**config.mk**
```make
export PLATFORM = sky130hd
export DESIGN_NAME = multi_axis_stepper
export DESIGN_NICKNAME = d
export VERILOG_FILES = /design/src/rtl/multi_axis_stepper_pkg.sv /design/src/rtl/multi_axis_stepper_axis.sv /design/src/rtl/multi_axis_stepper.sv
export SDC_FILE = /design/constraint.sdc
export NUM_CORES = 1
export LEC_CHECK = 0
export BUFFER_PORTS_ARGS = -buffer_cell sky130_fd_sc_hd__buf_2
export CAP_MARGIN = 20
export CORE_MARGIN = 1
export CORE_UTILIZATION = 42
export DETAILED_ROUTE_END_ITERATION = 8
export GPL_ROUTABILITY_DRIVEN = 0
export PLACE_DENSITY_LB_ADDON = 0.3
export SETUP_SLACK_MARGIN = 0.02
export SLEW_MARGIN = 20
export SYNTH_ARGS = -nofsm -noshare
export SYNTH_HDL_FRONTEND = slang
export SYNTH_SLANG_ARGS = --single-unit
```
**constraint.sdc**
```tcl
create_clock -name clock -period 6.45 [get_ports clock]
set_input_delay 0.9675 -clock clock [delete_from_list [all_inputs] [get_ports clock]]
set_output_delay 0.9675 -clock clock [all_outputs]
set_load 0.005 [all_outputs]
```
**src/rtl/multi_axis_stepper_pkg.sv**
```systemverilog
// ---------------------------------------------------------------------------
// multi_axis_stepper_pkg: shared axis state encoding and bus-slicing helper.
// Rev 1.0
// ---------------------------------------------------------------------------
`default_nettype none

package multi_axis_stepper_pkg;

  typedef enum logic [2:0] {
    AX_IDLE  = 3'd0,
    AX_ARMED = 3'd1,
    AX_SETUP = 3'd2,
    AX_HIGH  = 3'd3,
    AX_LOW   = 3'd4,
    AX_DONE  = 3'd5
  } axis_state_e;

  // Low bit of field idx within a flattened bus of width-wide fields.
  function automatic int unsigned slice_lo(input int unsigned idx, input int unsigned width);
    return idx * width;
  endfunction

endpackage

`default_nettype wire

```
**src/rtl/multi_axis_stepper_axis.sv**
```systemverilog
// ---------------------------------------------------------------------------
// stepper_axis: one axis FSM with step timing, remaining count and position.
// Rev 1.0
// ---------------------------------------------------------------------------
`default_nettype none

module stepper_axis
  import multi_axis_stepper_pkg::*;
#(
  parameter int CNT_W     = 32,
  parameter int PULSE_W   = 2,
  parameter int DIR_SETUP = 2
) (
  input  logic             clk_i,
  input  logic             rst_ni,
  input  logic             cmd_valid_i,
  output logic             cmd_ready_o,
  input  logic             cmd_dir_i,
  input  logic [CNT_W-1:0] cmd_steps_i,
  input  logic [CNT_W-1:0] cmd_period_i,
  input  logic             sync_en_i,
  input  logic             go_i,
  input  logic             abort_i,
  output logic             step_o,
  output logic             dir_o,
  output logic             busy_o,
  output logic             done_o,
  output logic [CNT_W-1:0] position_o
);

  localparam logic [CNT_W-1:0] c_one        = CNT_W'(1);
  localparam logic [CNT_W-1:0] c_pulse_w    = CNT_W'(PULSE_W);
  localparam logic [CNT_W-1:0] c_pulse_last = CNT_W'(PULSE_W - 1);
  localparam logic [CNT_W-1:0] c_min_period = CNT_W'(PULSE_W + 1);
  localparam logic [CNT_W-1:0] c_setup_last = CNT_W'(DIR_SETUP - 1);

  axis_state_e      state_q, state_d;
  logic             dir_q, dir_d;
  logic [CNT_W-1:0] rem_q, rem_d;
  logic [CNT_W-1:0] period_q, period_d;
  logic [CNT_W-1:0] timer_q, timer_d;
  logic [CNT_W-1:0] pos_q, pos_d;
  logic             w_start_run;
  logic             w_start_high;

  // timer_q holds cycles left in the current timed phase minus one.
  always_comb begin
    state_d      = state_q;
    dir_d        = dir_q;
    rem_d        = rem_q;
    period_d     = period_q;
    timer_d      = timer_q;
    pos_d        = pos_q;
    w_start_run  = 1'b0;
    w_start_high = 1'b0;

    if (abort_i) begin
      state_d = AX_IDLE;
    end else begin
      case (state_q)
        AX_IDLE: begin
          if (cmd_valid_i) begin
            dir_d    = cmd_dir_i;
            rem_d    = cmd_steps_i;
            period_d = (cmd_period_i < c_min_period) ? c_min_period : cmd_period_i;
            if (cmd_steps_i == '0)  state_d = AX_DONE;
            else if (sync_en_i)     state_d = AX_ARMED;
            else                    w_start_run = 1'b1;
          end
        end
        AX_ARMED: if (go_i) w_start_run = 1'b1;
        AX_SETUP: begin
          if (timer_q == '0) w_start_high = 1'b1;
          else               timer_d = timer_q - c_one;
        end
        AX_HIGH: begin
          if (timer_q == '0) begin
            state_d = AX_LOW;
            timer_d = period_q - c_pulse_w - c_one;
          end else begin
            timer_d = timer_q - c_one;
          end
        end
        AX_LOW: begin
          if (timer_q == '0) begin
            if (rem_q != '0) w_start_high = 1'b1;
            else             state_d = AX_DONE;
          end else begin
            timer_d = timer_q - c_one;
          end
        end
        AX_DONE: state_d = AX_IDLE;
        default: state_d = AX_IDLE;
      endcase
    end

    if (w_start_run) begin
      if (DIR_SETUP == 0) begin
        w_start_high = 1'b1;
      end else begin
        state_d = AX_SETUP;
        timer_d = c_setup_last;
      end
    end

    // rem_d/dir_d already reflect a command latched this cycle.
    if (w_start_high) begin
      state_d = AX_HIGH;
      timer_d = c_pulse_last;
      rem_d   = rem_d - c_one;
      pos_d   = dir_d ? (pos_q + c_one) : (pos_q - c_one);
    end
  end

  always_ff @(posedge clk_i or negedge rst_ni) begin
    if (!rst_ni) begin
      state_q  <= AX_IDLE;
      dir_q    <= 1'b0;
      rem_q    <= '0;
      period_q <= '0;
      timer_q  <= '0;
      pos_q    <= '0;
    end else begin
      state_q  <= state_d;
      dir_q    <= dir_d;
      rem_q    <= rem_d;
      period_q <= period_d;
      timer_q  <= timer_d;
      pos_q    <= pos_d;
    end
  end

  assign cmd_ready_o = (state_q == AX_IDLE);
  assign busy_o      = (state_q != AX_IDLE);
  assign step_o      = (state_q == AX_HIGH);
  assign done_o      = (state_q == AX_DONE);
  assign dir_o       = dir_q;
  assign position_o  = pos_q;

endmodule

`default_nettype wire

```
**src/rtl/multi_axis_stepper.sv**
```systemverilog
// ---------------------------------------------------------------------------
// multi_axis_stepper: N independent stepper axes sharing sync_en/go.
// Rev 1.0
// ---------------------------------------------------------------------------
`default_nettype none

module multi_axis_stepper
  import multi_axis_stepper_pkg::*;
#(
  parameter int NUM_AXES  = 2,
  parameter int CNT_W     = 32,
  parameter int PULSE_W   = 2,
  parameter int DIR_SETUP = 2
) (
  input  logic                      clock,
  input  logic                      reset,
  input  logic [NUM_AXES-1:0]       cmd_valid,
  output logic [NUM_AXES-1:0]       cmd_ready,
  input  logic [NUM_AXES-1:0]       cmd_dir,
  input  logic [NUM_AXES*CNT_W-1:0] cmd_steps,
  input  logic [NUM_AXES*CNT_W-1:0] cmd_period,
  input  logic                      sync_en,
  input  logic                      go,
  input  logic [NUM_AXES-1:0]       abort,
  output logic [NUM_AXES-1:0]       step_out,
  output logic [NUM_AXES-1:0]       dir_out,
  output logic [NUM_AXES-1:0]       busy,
  output logic [NUM_AXES-1:0]       done,
  output logic [NUM_AXES*CNT_W-1:0] position
);

  for (genvar i = 0; i < NUM_AXES; i++) begin : g_axis
    stepper_axis #(
      .CNT_W    (CNT_W),
      .PULSE_W  (PULSE_W),
      .DIR_SETUP(DIR_SETUP)
    ) u_axis (
      .clk_i       (clock),
      .rst_ni      (reset),
      .cmd_valid_i (cmd_valid[i]),
      .cmd_ready_o (cmd_ready[i]),
      .cmd_dir_i   (cmd_dir[i]),
      .cmd_steps_i (cmd_steps[slice_lo(i, CNT_W) +: CNT_W]),
      .cmd_period_i(cmd_period[slice_lo(i, CNT_W) +: CNT_W]),
      .sync_en_i   (sync_en),
      .go_i        (go),
      .abort_i     (abort[i]),
      .step_o      (step_out[i]),
      .dir_o       (dir_out[i]),
      .busy_o      (busy[i]),
      .done_o      (done[i]),
      .position_o  (position[slice_lo(i, CNT_W) +: CNT_W])
    );
  end

endmodule

`default_nettype wire

```
=== After elaboration in Yosys (flattened, before gate mapping) ===
Cells that the tools add are included.
W data, S select, Z words.

* Bits in registers: 264
* Bits in latches: 0
* RAM bits: 0
* Memory bits (read-only): 0
* Output and inout port bits: 74
* Word-level logic and storage cells: 145
* Memories kept: 0

* $add $sub $neg: 12
* $mul: 0
* Div/mod/pow operators: 0
* $lt $le $gt $ge: 2
* Equal/unequal tests: 26
* Shift operators: 0
* Muxes and demuxes: 69
* Bitwise operators: 2
* Reductions and logical operators: 22

{| class="wikitable"
|+ Operators by type and width
! operator !! number
|-
| $mux W32 || 22
|-
| $sub A32 B1 Y32 const B || 8
|-
| $logic_not A32 Y1 || 4
|-
| $pmux W32 S2 || 2
|-
| $add A32 B1 Y32 const B || 2
|-
| $lt A32 B2 Y1 const B || 2
|-
| $reduce_bool A32 Y1 || 2
|-
| $sub A32 B2 Y32 const B || 2
|-
| $mux W3 || 17
|-
| $pmux W3 S4 || 2
|-
| $mux W1 || 22
|-
| $ne A5 B5 Y1 const B || 4
|-
| $eq A3 B2 Y1 const B || 4
|-
| $eq A3 B3 Y1 const B || 4
|-
| $ne A6 B6 Y1 const B || 2
|-
| $reduce_and A3 Y1 || 4
|-
| $reduce_and A6 Y1 || 2
|-
| $ne A5 B2 Y1 const B || 2
|-
| $ne A5 B3 Y1 const B || 2
|-
| $ne A4 B1 Y1 const B || 2
|-
| $ne A4 B2 Y1 const B || 2
|-
| $pmux W1 S2 || 4
|-
| $reduce_bool A4 Y1 || 2
|-
| $reduce_or A2 Y1 || 4
|-
| 5 further kinds || 10
|}

=== Depth between registers and ports, before layout ===
Gate-level depths: netlist of run 1.

* Depth in word-level cells: 7
* Gate-level depth with buffers: 18
* Depth with buffers taken out: 15

=== Modules after synthesis ===
From an unflattened synthesis of run 1, not the netlist that was laid out.

* Cell total of the unflattened synthesis: 2159
* Area total of the unflattened synthesis: 18033.5 µm²

{| class="wikitable"
|+ By module, submodules not included
! module !! instances !! cells each !! area an instance (µm²) !! sequential area each (µm²)
|-
| stepper_axis at g_axis[0].u_axis || 1 || 1114 || 9247.6 || 3303.2
|-
| stepper_axis at g_axis[1].u_axis || 1 || 1045 || 8785.9 || 3303.2
|}

=== Worst setup path before layout of run 1 ===
No wires, ideal clock.

* Path kind: input-to-reg
* Start point: in cmd_valid[0]
* End point: reg g_axis[0].u_axis.pos_q[31]
* Library setup time: 0.123 ns
* Data arrival time: 6.134 ns
* Required time: 6.327 ns
* Slack: 0.193 ns
* Stages: 16
* Cell sequence: nor2b_1 and3_1 clkbuf_1 buf_1 mux2i_1 ha_1 a2111oi_0 o21ai_0 a211oi_1 o31ai_1 a21boi_0 o211ai_1 a41oi_1 xnor2_1 nand2_1 xnor2_1

* Word-level cells in the longest chain between the ends: 4

{| class="wikitable"
|+ Ends and longest elaborated chain
! what !! RTL line !! RTL
|-
| start: declaration || multi_axis_stepper.sv:17 || <nowiki>input logic [NUM_AXES-1:0] cmd_valid,</nowiki>
|-
| $mux W1 || multi_axis_stepper_axis.sv:62 || <nowiki>if (cmd_valid_i) begin</nowiki>
|-
| $mux W1 || multi_axis_stepper_axis.sv:60 || <nowiki>case (state_q)</nowiki>
|-
| $mux W1 || multi_axis_stepper_axis.sv:57 || <nowiki>if (abort_i) begin</nowiki>
|-
| $mux W32 || multi_axis_stepper_axis.sv:111 || <nowiki>pos_d = dir_d ? (pos_q + c_one) : (pos_q - c_one);</nowiki>
|-
| end signal: assignment || multi_axis_stepper_axis.sv:129 || <nowiki>pos_q <= pos_d;</nowiki>
|-
| end: declaration || multi_axis_stepper_axis.sv:42 || <nowiki>logic [CNT_W-1:0] pos_q, pos_d;</nowiki>
|}

No other way between the ends.
A chain may end at the register's enable or synchronous reset.

=== Worst setup path in the final report of run 1 ===
* Start point: reg g_axis[1].u_axis.state_q[0]
* End point: reg g_axis[1].u_axis.pos_q[31]

* Word-level cells in the longest chain between the ends: 4
* Elaborated cells on any way between the ends: 8
* Those cells by class: eq/ne: 2; mux: 5; reduce/logical: 1

{| class="wikitable"
|+ Ends and longest elaborated chain
! what !! RTL line !! RTL
|-
| start: declaration || multi_axis_stepper_axis.sv:37 || <nowiki>axis_state_e state_q, state_d;</nowiki>
|-
| start signal: assignment || multi_axis_stepper_axis.sv:124 || <nowiki>state_q <= state_d;</nowiki>
|-
| $logic_not A3 Y1 || multi_axis_stepper_axis.sv:60 ||
|-
| $mux W1 || multi_axis_stepper_axis.sv:60 ||
|-
| $mux W1 || multi_axis_stepper_axis.sv:57 ||
|-
| $mux W32 || multi_axis_stepper_axis.sv:111 ||
|-
| end signal: assignment || multi_axis_stepper_axis.sv:129 ||
|-
| end: declaration || multi_axis_stepper_axis.sv:42 ||
|}

Parallel ways exist; a longest one is shown, timed or not.

==> run metrics, run 1 <==
Worst-path clk slew 0.06 ns; min cycle time layout 4.82 ns; CTS Buf Count 34; # nets final 2,483; DP Wirelength 34,600 um; DIE AREA 42,100 sq um; DRT antenna net count 0; CP required 6.86 ns; Crit. End Element flip-flop; RSZ-0062 raised after global routing no; setup TNS 0 ns; Hold Buf Count CTS 0; P_int 4880 uW; count leader, synth nand2_1; # H-tree levels 2; first-pass GRT wire length 77,500 um; Hold WC Path Type primary input to async pin; DR vias 16,000; final core utilization 48.9%; Worst slew margin 32.6%; initial DRC count 1,000; synth cell count leaders nand2_1, dfrtp_1, o21ai_0, nor2_1, a21oi_1; switching power 3590 uW; post-cts resize count 0; syn_nets 2,312; FMAX 208 MHz; final WL 47,600 um; sw frac 42.4%; Setup Buffers After CTS 0; largest area contributor in the netlist dfrtp_1; Clk Latency, worst-skew pair 0.55 ns; Avg Synthesized Cell Area 8.24 sq um; share of cells above drive strength 1 13.6%; status finished clean; Slew Limit Fails 0; top_reg_cell synth dfrtp_1; total buffers and inverters traversed by the critical path 1; critical path arrival 5.23 ns; worst-margin pin slew 1.01 ns; CTS tree done; Final Cycle Share 74.7%; Yosys top cell area share 38.1%; Rows 74; final hold vios 0; Initial DRT Pass Iterations 5; die width 205 um; peak supply drop 0.235 mV; Residual DRC 0; Die Ht 205 um; clock tree buffer depth 3; Pleak 0.00916 uW; Starting Density 42.5%; Core Footprint 40,800 sq um; CP delay by family, top compound AO/OA/AOI/OAI gates; CP max FO 21; hold_ws 0.444 ns; cells along the critical path nor3_1 -> inv_1 -> nor3_2 -> mux2i_4 -> ha_1 -> a2111o_1 -> o22ai_1 -> o31ai_1 -> a21oi_1 -> o31ai_1 -> a2111oi_0 -> xnor2_1 -> nor2_1 -> xor2_1; Power Density 424 nW/um^2; Syn Inst Count 2,106; slowest stage delay, CP 0.71 ns; Area contributors post-synth dfrtp_1, nand2_1, o21ai_0; Power, Total 8470 uW; Synth async-reset ratio 100%; clk_skew 0.0226 ns; Layout fillers 3,924; sequential share of power 34.2%; Synth cell types 77; CP Class flip-flop to flip-flop; vias in the first global route 15,200; mapped cell area 17,400 sq um; clock sinks 264; Port Buffers 211; slowest cell on the critical path mux2i_4; initial antenna violation count 2; largest net degree at the start of global routing 163; wire per inst 16.8 um; MaxCap Viol Count 0; vias per inst 5.66; # IOs 212; Yosys reg bits 264; post-synthesis sequential area ratio 38.1%; Final Setup Violations 0; Global Route Usage Sum 22.7%; YS warnings 0; combinational power share 43.3%; most frequent cell on the critical path o31ai_1; Area Overhead vs Synth 15.2%; clock root buffer clkbuf_16; number of synthesized flops with an enable pin 0; Startpoint Class flip-flop; Clock power frac 22.5%; grt ovf 0
## kinds of logic (layout without fill, tap and decap cells)
group                      count (synthesis)  in the layout  synth area share, %
DFF                                      264            264                 38.1
other                                      0              2                    0
xor gates and xnor gates                 186            186                 9.39
buffers and inverters                    119            310                 2.85
muxes                                     59             59                 3.42
and+or+nand+nor                          933            933                 25.3
AOI/OAI and AO/OA                        477            477                 16.0
adders and majority gates                 68             68                 4.99
## power by group through the flow
stage	sequential (uW)	clock (uW)	combinational [uW]
after detailed placement	2900	0	3630
final	2900	1900	3670
after global routing	2990	2020	4130
after floorplan	2710	0	2860
after CTS	2890	1960	3650
after global placement	2880	0	3530
## state kept, by name (all words and copies together), names as in the netlist
register / count
g_axis.u_axis.state_q: 6
g_axis.u_axis.dir_o: 2
g_axis.u_axis.position_o: 64
g_axis.u_axis.period_q: 64
g_axis.u_axis.timer_q: 64
g_axis.u_axis.rem_q: 64
## path summary, 6_finish.rpt
kind                                         startpoint  slack (ns)                               to  cells after the start
setup / recovery            g_axis[1].u_axis.state_q[0]        1.63  g_axis[1].u_axis.position_o[31]                     14
hold / removal                                    reset        0.44    g_axis[1].u_axis.period_q[12]                      1
setup reg to reg            g_axis[1].u_axis.state_q[0]        1.63  g_axis[1].u_axis.position_o[31]                     14
hold reg to reg            g_axis[0].u_axis.timer_q[17]        0.47     g_axis[0].u_axis.timer_q[17]                      2
max in group asynchronous                         reset        4.59      g_axis[0].u_axis.state_q[0]                      2
min in group clock         g_axis[0].u_axis.timer_q[17]        0.47     g_axis[0].u_axis.timer_q[17]                      2
## metal layers
layer | share of wire [%] | GRT usage [%] | wire length [um] | vias up
li1 | - | - | - | 7841
met1 | 46 | 31.3 | 21800 | 7663
met2 | 46 | 35.8 | 21900 | 411
met3 | 4.7 | 3.12 | 2230 | 99
met4 | 3.5 | 9.37 | 1650 | 0
met5 | 0 | 0 | 0 | -
## placed cells by master, fill, tap and decap left out, drive strengths merged, types with 6 or more instances in the layout
cell type / synthesis / routed
buf: 20 / 227
nand4: 18 / 18
xor2: 90 / 90
xnor2: 96 / 96
inv: 27 / 27
nor2b: 8 / 8
a211oi: 9 / 9
clkbuf: 72 / 42
nor3b: 6 / 6
nor3: 106 / 106
nor2: 178 / 178
a21o: 32 / 32
mux2i: 57 / 57
nor4: 66 / 66
nand3: 40 / 40
dfrtp: 264 / 264
or3: 27 / 27
a31oi: 16 / 16
nand2b: 14 / 14
o31ai: 16 / 16
or4: 24 / 24
o211ai: 9 / 9
o21ai: 209 / 209
ha: 66 / 66
o2111ai: 6 / 6
clkinv: 0 / 10
a21oi: 129 / 129
nand3b: 10 / 10
nand2: 398 / 398
and3: 13 / 13
and2: 7 / 7
## per-stage QoR
stage | worst slack (ns) | cell area [sq um] | std cells
floorplan | 0.193 | 17400 | 2106
global placement | 1.36 | 18900 | 2773
detailed placement | 1.31 | 18900 | 2773
CTS | 1.65 | 20000 | 2829
global route | 1.28 | 20000 | 2831
finish | 1.63 | 20000 | 2831
## worst register-to-register path: stages (launching register included)
cell       delay [ns]
dfrtp_1          0.49
nor3_1           0.25
inv_1            0.13
nor3_2           0.30
mux2i_4          0.72
ha_1             0.41
a2111o_1         0.38
o22ai_1          0.29
o31ai_1          0.20
a21oi_1          0.44
o31ai_1          0.19
a2111oi_0        0.51
xnor2_1          0.17
nor2_1           0.06
xor2_1           0.16
## layout make-up
| cell class | count | area (sq um) | share of cell area (%) |
|---|---|---|---|
| multi-input combinational | 1723 | 10300 | 51.5 |
| sequential | 264 | 6610 | 33.1 |
| tap | 532 | 666 | 3.33 |
| inverter | 27 | 101 | 0.507 |
| timing repair buffer | 227 | 1200 | 6.00 |
| clock buffer | 42 | 942 | 4.72 |
| clock inverter | 14 | 170 | 0.852 |
| antenna | 2 | 5.00 | 0.0250 |
(Power assumes the default switching activity.)
==> run 2, diff against run 1 <==
Clock period 6.45 ns to 4.6 ns, I/O delays scaled along.
==> run metrics, run 2 (same netlist as run 1, synthesis figures left out) <==
Startpoint Class flip-flop; clk_skew 0.0242 ns (+0.00161 ns); status finished clean; vias in the first global route 15,700 (+3.5%); Core Footprint 40,800 sq um (unchanged); Hold Buf Count CTS 0 (unchanged); most common cell after layout, fill and taps aside nand2_1; worst-margin pin slew 0.934 ns (-0.0768 ns); critical path arrival 4.63 ns (-0.60 ns); DRT antenna net count 0 (unchanged); Die Ht 205 um (unchanged); MaxCap Viol Count 0 (unchanged); Worst-path clk slew 0.06 ns (about the same); Port Buffers 211 (unchanged); Reg2Reg Setup Slack 0.39 ns (-1.25 ns); initial DRC count 1,137 (+14%); commonest non-fill, non-tap cells in the layout nand2_1, dfrtp_1, buf_2; clock sinks 264 (unchanged); Reg2Reg Depth 16 (+2); final hold vios 0 (unchanged); Sequential Area 6610 sq um (unchanged); Global Route Usage Sum 23.5% (+0.74 points); Setup Buffers After CTS 0 (unchanged); Final Cycle Share 91.6% (+17 points); Pleak 0.00929 uW (+1.5%); hold_ws 0.207 ns (-0.238 ns); slowest cell on the critical path a2111oi_0; DP Wirelength 35,600 um (+2.9%); Area Overhead vs Synth 16.6%; R2R Path Start g_axis[1].u_axis.state_q[1]; FMAX 237 MHz (+14%); Worst slew margin 37.2% (+4.5 points); clock tree buffer depth 3 (unchanged); die width 205 um (unchanged); Layout fillers 3,874 (-1.3%); cells along the critical path nor3_1 -> inv_1 -> nor3_2 -> mux2i_4 -> buf_4 -> ha_1 -> o21ai_0 -> a21boi_0 -> o22ai_1 -> o31ai_1 -> a21oi_1 -> o31ai_1 -> a2111oi_0 -> xnor2_1 -> nor2_1 -> xor2_1; Rows 74 (unchanged); first-pass GRT wire length 79,900 um (+3.1%); # H-tree levels 2 (unchanged); Hold WC Path Type primary input to async pin; clock root buffer clkbuf_16; Initial DRT Pass Iterations 5 (unchanged); # nets final 2,505 (+0.89%); share of cells above drive strength 1 14.6% (+0.97 points); CTS Buf Count 35 (+2.9%); wire per inst 17.0 um (+1.3%); Final Setup Violations 0 (unchanged); final WL 48,600 um (+2.2%); CP Class flip-flop to flip-flop; Crit. End Element flip-flop; Starting Density 42.5% (unchanged); Residual DRC 0 (unchanged); DR vias 16,100 (+0.46%); FF-to-FF End g_axis[1].u_axis.position_o[31]; Clk Latency, worst-skew pair 0.55 ns (about the same); Slew Limit Fails 0 (unchanged); grt ovf 0 (unchanged); slowest stage delay, CP 0.50 ns (-0.21 ns); vias per inst 5.63 (-0.45%); most frequent cell on the critical path o31ai_1; CP required 5.02 ns (-1.84 ns); Power Density 601 nW/um^2 (+42%); initial antenna violation count 2 (unchanged); RSZ-0062 raised after global routing no; # IOs 212 (unchanged); Multi-input gate area 10,300 sq um (about the same); setup TNS 0 ns (unchanged); CTS tree done; CP max FO 9 (-57%); min cycle time layout 4.21 ns (-0.604 ns); peak supply drop 0.361 mV (+53%); DIE AREA 42,100 sq um (unchanged); largest net degree at the start of global routing 106 (-35%)
==> run 2: metal layers <==
layer  vias to the layer above  routed length [um]  GRT usage [%]  part of all wire [%]
li1                       7870                   -              -                     -
met1                      7732               21500           31.3                    44
met2                       394               23000           38.2                    47
met3                        90                2610           4.58                   5.4
met4                         2                1460           7.80                   3.0
met5                         -                  10              0                 0.021
==> run 2: worst max path at each step <==
stage / start / endpoint / slack [ns] / cells past startpoint
5_1_grt: g_axis[1].u_axis.state_q[1] / g_axis[1].u_axis.position_o[24] / 0.06 / 16
2_1_floorplan: cmd_valid[0] / g_axis[0].u_axis.position_o[31] / 0.05 / 16
3_5_place_dp: cmd_valid[0] / g_axis[0].u_axis.position_o[28] / 0.16 / 16
3_3_place_gp: cmd_valid[0] / g_axis[0].u_axis.position_o[28] / 0.25 / 16
6_report: g_axis[1].u_axis.state_q[1] / g_axis[1].u_axis.position_o[31] / 0.39 / 16
4_1_cts: g_axis[0].u_axis.state_q[2] / g_axis[0].u_axis.position_o[28] / 0.39 / 15
==> run 2: critical path, delay by kind of cell, from the launching register on <==
kind	cells	cell delay, ns
xor gates and xnor gates	2	0.33
and+or+nand+nor	3	0.62
DFF	1	0.46
buffers and inverters	2	0.36
AOI/OAI and AO/OA	7	1.60
adders and majority gates	1	0.29
muxes	1	0.41
==> run 2: area by class of cell <==
cell class,count,area share (%)
diodes,2,0.0247
clock buffers,48,5.13
clock inverters,13,0.853
inverters,27,0.501
multi-input cells,1723,50.9
flip-flops and latches,264,32.6
well taps,532,3.29
repair buffers,248,6.70
==> run 2: timing repair <==
item	in CTS	in global routing
endpoints found under the hold margin	0	0
gates resized for setup	0	1
endpoints found under the setup margin	0	1
==> run 2: power breakdown <==
| group | internal (uW) | switching, uW | total, uW | leakage (uW) |
|---|---|---|---|---|
| Sequential | 3150 | 913 | 4070 | 0.00339 |
| Clock | 1800 | 1090 | 2890 | 0.000591 |
| Combinational | 2130 | 3090 | 5220 | 0.00531 |
==> run 2: per-stage QoR <==
stage	total power (uW)	utilization, %	cell area [sq um]	std cells	setup WS [ns]
6_report	12200	49.6	20200	2857	0.386
5_1_grt	13100	49.5	20200	2855	0.0637
4_1_cts	12200	49.5	20200	2855	0.386
3_5_place_dp	9250	46.6	19000	2794	0.156
3_3_place_gp	9070	46.6	19000	2794	0.254
2_1_floorplan	7830	-	17400	2106	0.0484
==> run 3, diff against run 2 <==
Settings changed: CORE_ASPECT_RATIO set to 0.7, CTS_CLUSTER_DIAMETER set to 100.
==> run metrics, run 3 (same netlist as run 1, synthesis figures left out) <==
final hold vios 0 (unchanged); Starting Density 43.1% (+0.64 points); crit path from g_axis[0].u_axis.timer_q[0]; pre-CTS setup slack 0.0620 ns (-0.0942 ns); worst-margin pin slew 0.893 ns (-0.0407 ns); Final Setup Violations 0 (unchanged); final core utilization 50.0% (+0.41 points); CP Class flip-flop to flip-flop; Residual DRC 0 (unchanged); R2R Path Start g_axis[0].u_axis.timer_q[0]; Rows 61 (-18%); vias per inst 5.70 (+1.3%); slowest stage delay, CP 0.67 ns (+0.17 ns); sequential share of power 34.1% (+0.7 points); Final Cycle Share 93.5% (+1.9 points); metal2 WL 21,100 um (-8.1%); met3 WL 3200 um (+23%); Hold Buf Count CTS 0 (unchanged); Slew Limit Fails 0 (unchanged); DIE AREA 42,100 sq um (about the same); CTS tree done; hold_ws 0.146 ns (-0.0608 ns); Hold WC Path Type primary input to async pin; Core Footprint 40,200 sq um (-1.5%); final worst setup slack 0.299 ns (-0.0870 ns); DR vias 16,300 (+1.5%); final WL 49,900 um (+2.6%); RSZ-0062 raised after global routing no; CTS Buf Count 30 (-14%); Power Density 590 nW/um^2 (-2.0%); min cycle time layout 4.30 ns (+0.0870 ns); combinational power share 45.1% (+2.2 points); setup TNS 0 ns (unchanged); DP Wirelength 37,000 um (+3.9%); largest net degree at the start of global routing 105 (-0.94%); total buffers and inverters traversed by the critical path 1 (-1); MaxCap Viol Count 0 (unchanged); initial antenna violation count 10 (+8); Initial DRT Pass Iterations 5 (unchanged); Critical Path End g_axis[0].u_axis.rem_q[13]; Die Ht 172 um (-16%); clock tree buffer depth 3 (unchanged); switching power 5100 uW (about the same); DRT antenna net count 0 (unchanged); Worst slew margin 40.5% (+3.3 points); Global Route Usage Sum 23.6% (+0.079 points); FMAX 233 MHz (-2.0%); first-pass GRT wire length 81,400 um (+1.9%); P_int 6750 uW (-4.6%); Area Overhead vs Synth 15.8%; Multi-input gate area 10,300 sq um (about the same); Pleak 0.00922 uW (-0.78%); CP max FO 6 (-3); vias in the first global route 15,400 (-1.8%); Crit. End Element flip-flop; Clock power frac 20.8% (-2.9 points); FF-to-FF End g_axis[0].u_axis.rem_q[13]; top layer in use met5; peak supply drop 0.305 mV (-15%); status finished clean; Clk Latency, worst-skew pair 0.57 ns (+0.02 ns); critical path arrival 4.71 ns (+0.08 ns); most common cell after layout, fill and taps aside nand2_1; share of cells above drive strength 1 14.5% (-0.11 points); Port Buffers 211 (unchanged); initial DRC count 1,551 (+36%); Stages on worst setup path 12 (-4); # IOs 212 (unchanged); cells along the critical path inv_1 -> ha_1 -> or3b_1 -> or4_1 -> nor4_2 -> nand3b_1 -> or4b_1 -> nor2_4 -> nand2_1 -> nor4_1 -> xnor2_1 -> mux2i_1; Sequential Area 6610 sq um (unchanged); grt ovf 0 (unchanged); commonest non-fill, non-tap cells in the layout nand2_1, dfrtp_1, buf_2; sw frac 43.0% (+1.2 points); CP required 5.01 ns (about the same); met1 WL 24,400 um (+13%); Startpoint Class flip-flop; Layout fillers 3,813 (-1.6%); clk_skew 0.0139 ns (-0.0103 ns); CP delay by family, top simple AND/OR/NAND/NOR gates; Power, Total 11,800 uW (-2.6%); # H-tree levels 1 (-1); Reg2Reg Depth 12 (-4); slowest cell on the critical path or4b_1; clock root buffer clkbuf_16; Reg2Reg Setup Slack 0.30 ns (-0.09 ns); die width 245 um (+19%); # nets final 2,503 (-0.080%); clock sinks 264 (unchanged); wire per inst 17.4 um (+2.4%); Worst-path clk slew 0.06 ns (about the same)
run 3: cell count changes in the layout (fill, tap and decap cells not counted), moves of 2 or more:
cell,previous run,this run
buf_12,1,3
clkbuf_16,37,31
diode_2,2,9
bufinv_16,4,2
clkinv_2,6,9
run 3: worst min path at each step:
stage / cells past startpoint / from / slack (ns) / to
final: 1 / reset / 0.15 / g_axis[0].u_axis.period_q[2]
after global routing: 1 / reset / 0.21 / g_axis[0].u_axis.period_q[2]
after CTS: 1 / reset / 0.19 / g_axis[0].u_axis.timer_q[4]
after detailed placement: 1 / g_axis[1].u_axis.position_o[31] / 0.46 / g_axis[1].u_axis.position_o[31]
after global placement: 2 / g_axis[0].u_axis.timer_q[11] / 0.46 / g_axis[0].u_axis.timer_q[11]
after floorplan: 0 / reset / 0.39 / g_axis[0].u_axis.dir_o
run 3: layout make-up:
cell class,count,area share [%]
clock buffers,40,4.33
diodes,9,0.112
clock inverters,15,0.679
inverters,27,0.504
repair buffers,251,6.99
well taps,535,3.33
multi-input cells,1723,51.2
flip-flops and latches,264,32.9
run 3: power by group through the flow:
| stage | sequential, uW | combinational, uW | clock, uW |
|---|---|---|---|
| floorplan | 3810 | 4020 | 0 |
| finish | 4040 | 5340 | 2460 |
| global placement | 4020 | 5080 | 0 |
| CTS | 4030 | 5270 | 2530 |
| global route | 4180 | 6010 | 2630 |
| detailed placement | 4050 | 5240 | 0 |
run 3: metrics by stage:
step / area, sq um / cells
3_5_place_dp: 19000 / 2798
6_report: 20100 / 2864
5_1_grt: 20100 / 2862
3_3_place_gp: 19000 / 2798
2_1_floorplan: 17400 / 2106
4_1_cts: 20000 / 2853
run 3: what timing repair did:
action	in CTS	in global routing
resized for setup	0	1
setup endpoints to repair	0	4
buffers inserted	0	2
run 3: routing by layer:
layer	GRT usage [%]	vias up
met2	34.4	496
li1	-	7884
met3	4.08	60
met4	6.30	2
met1	35.5	7891
met5	0	-
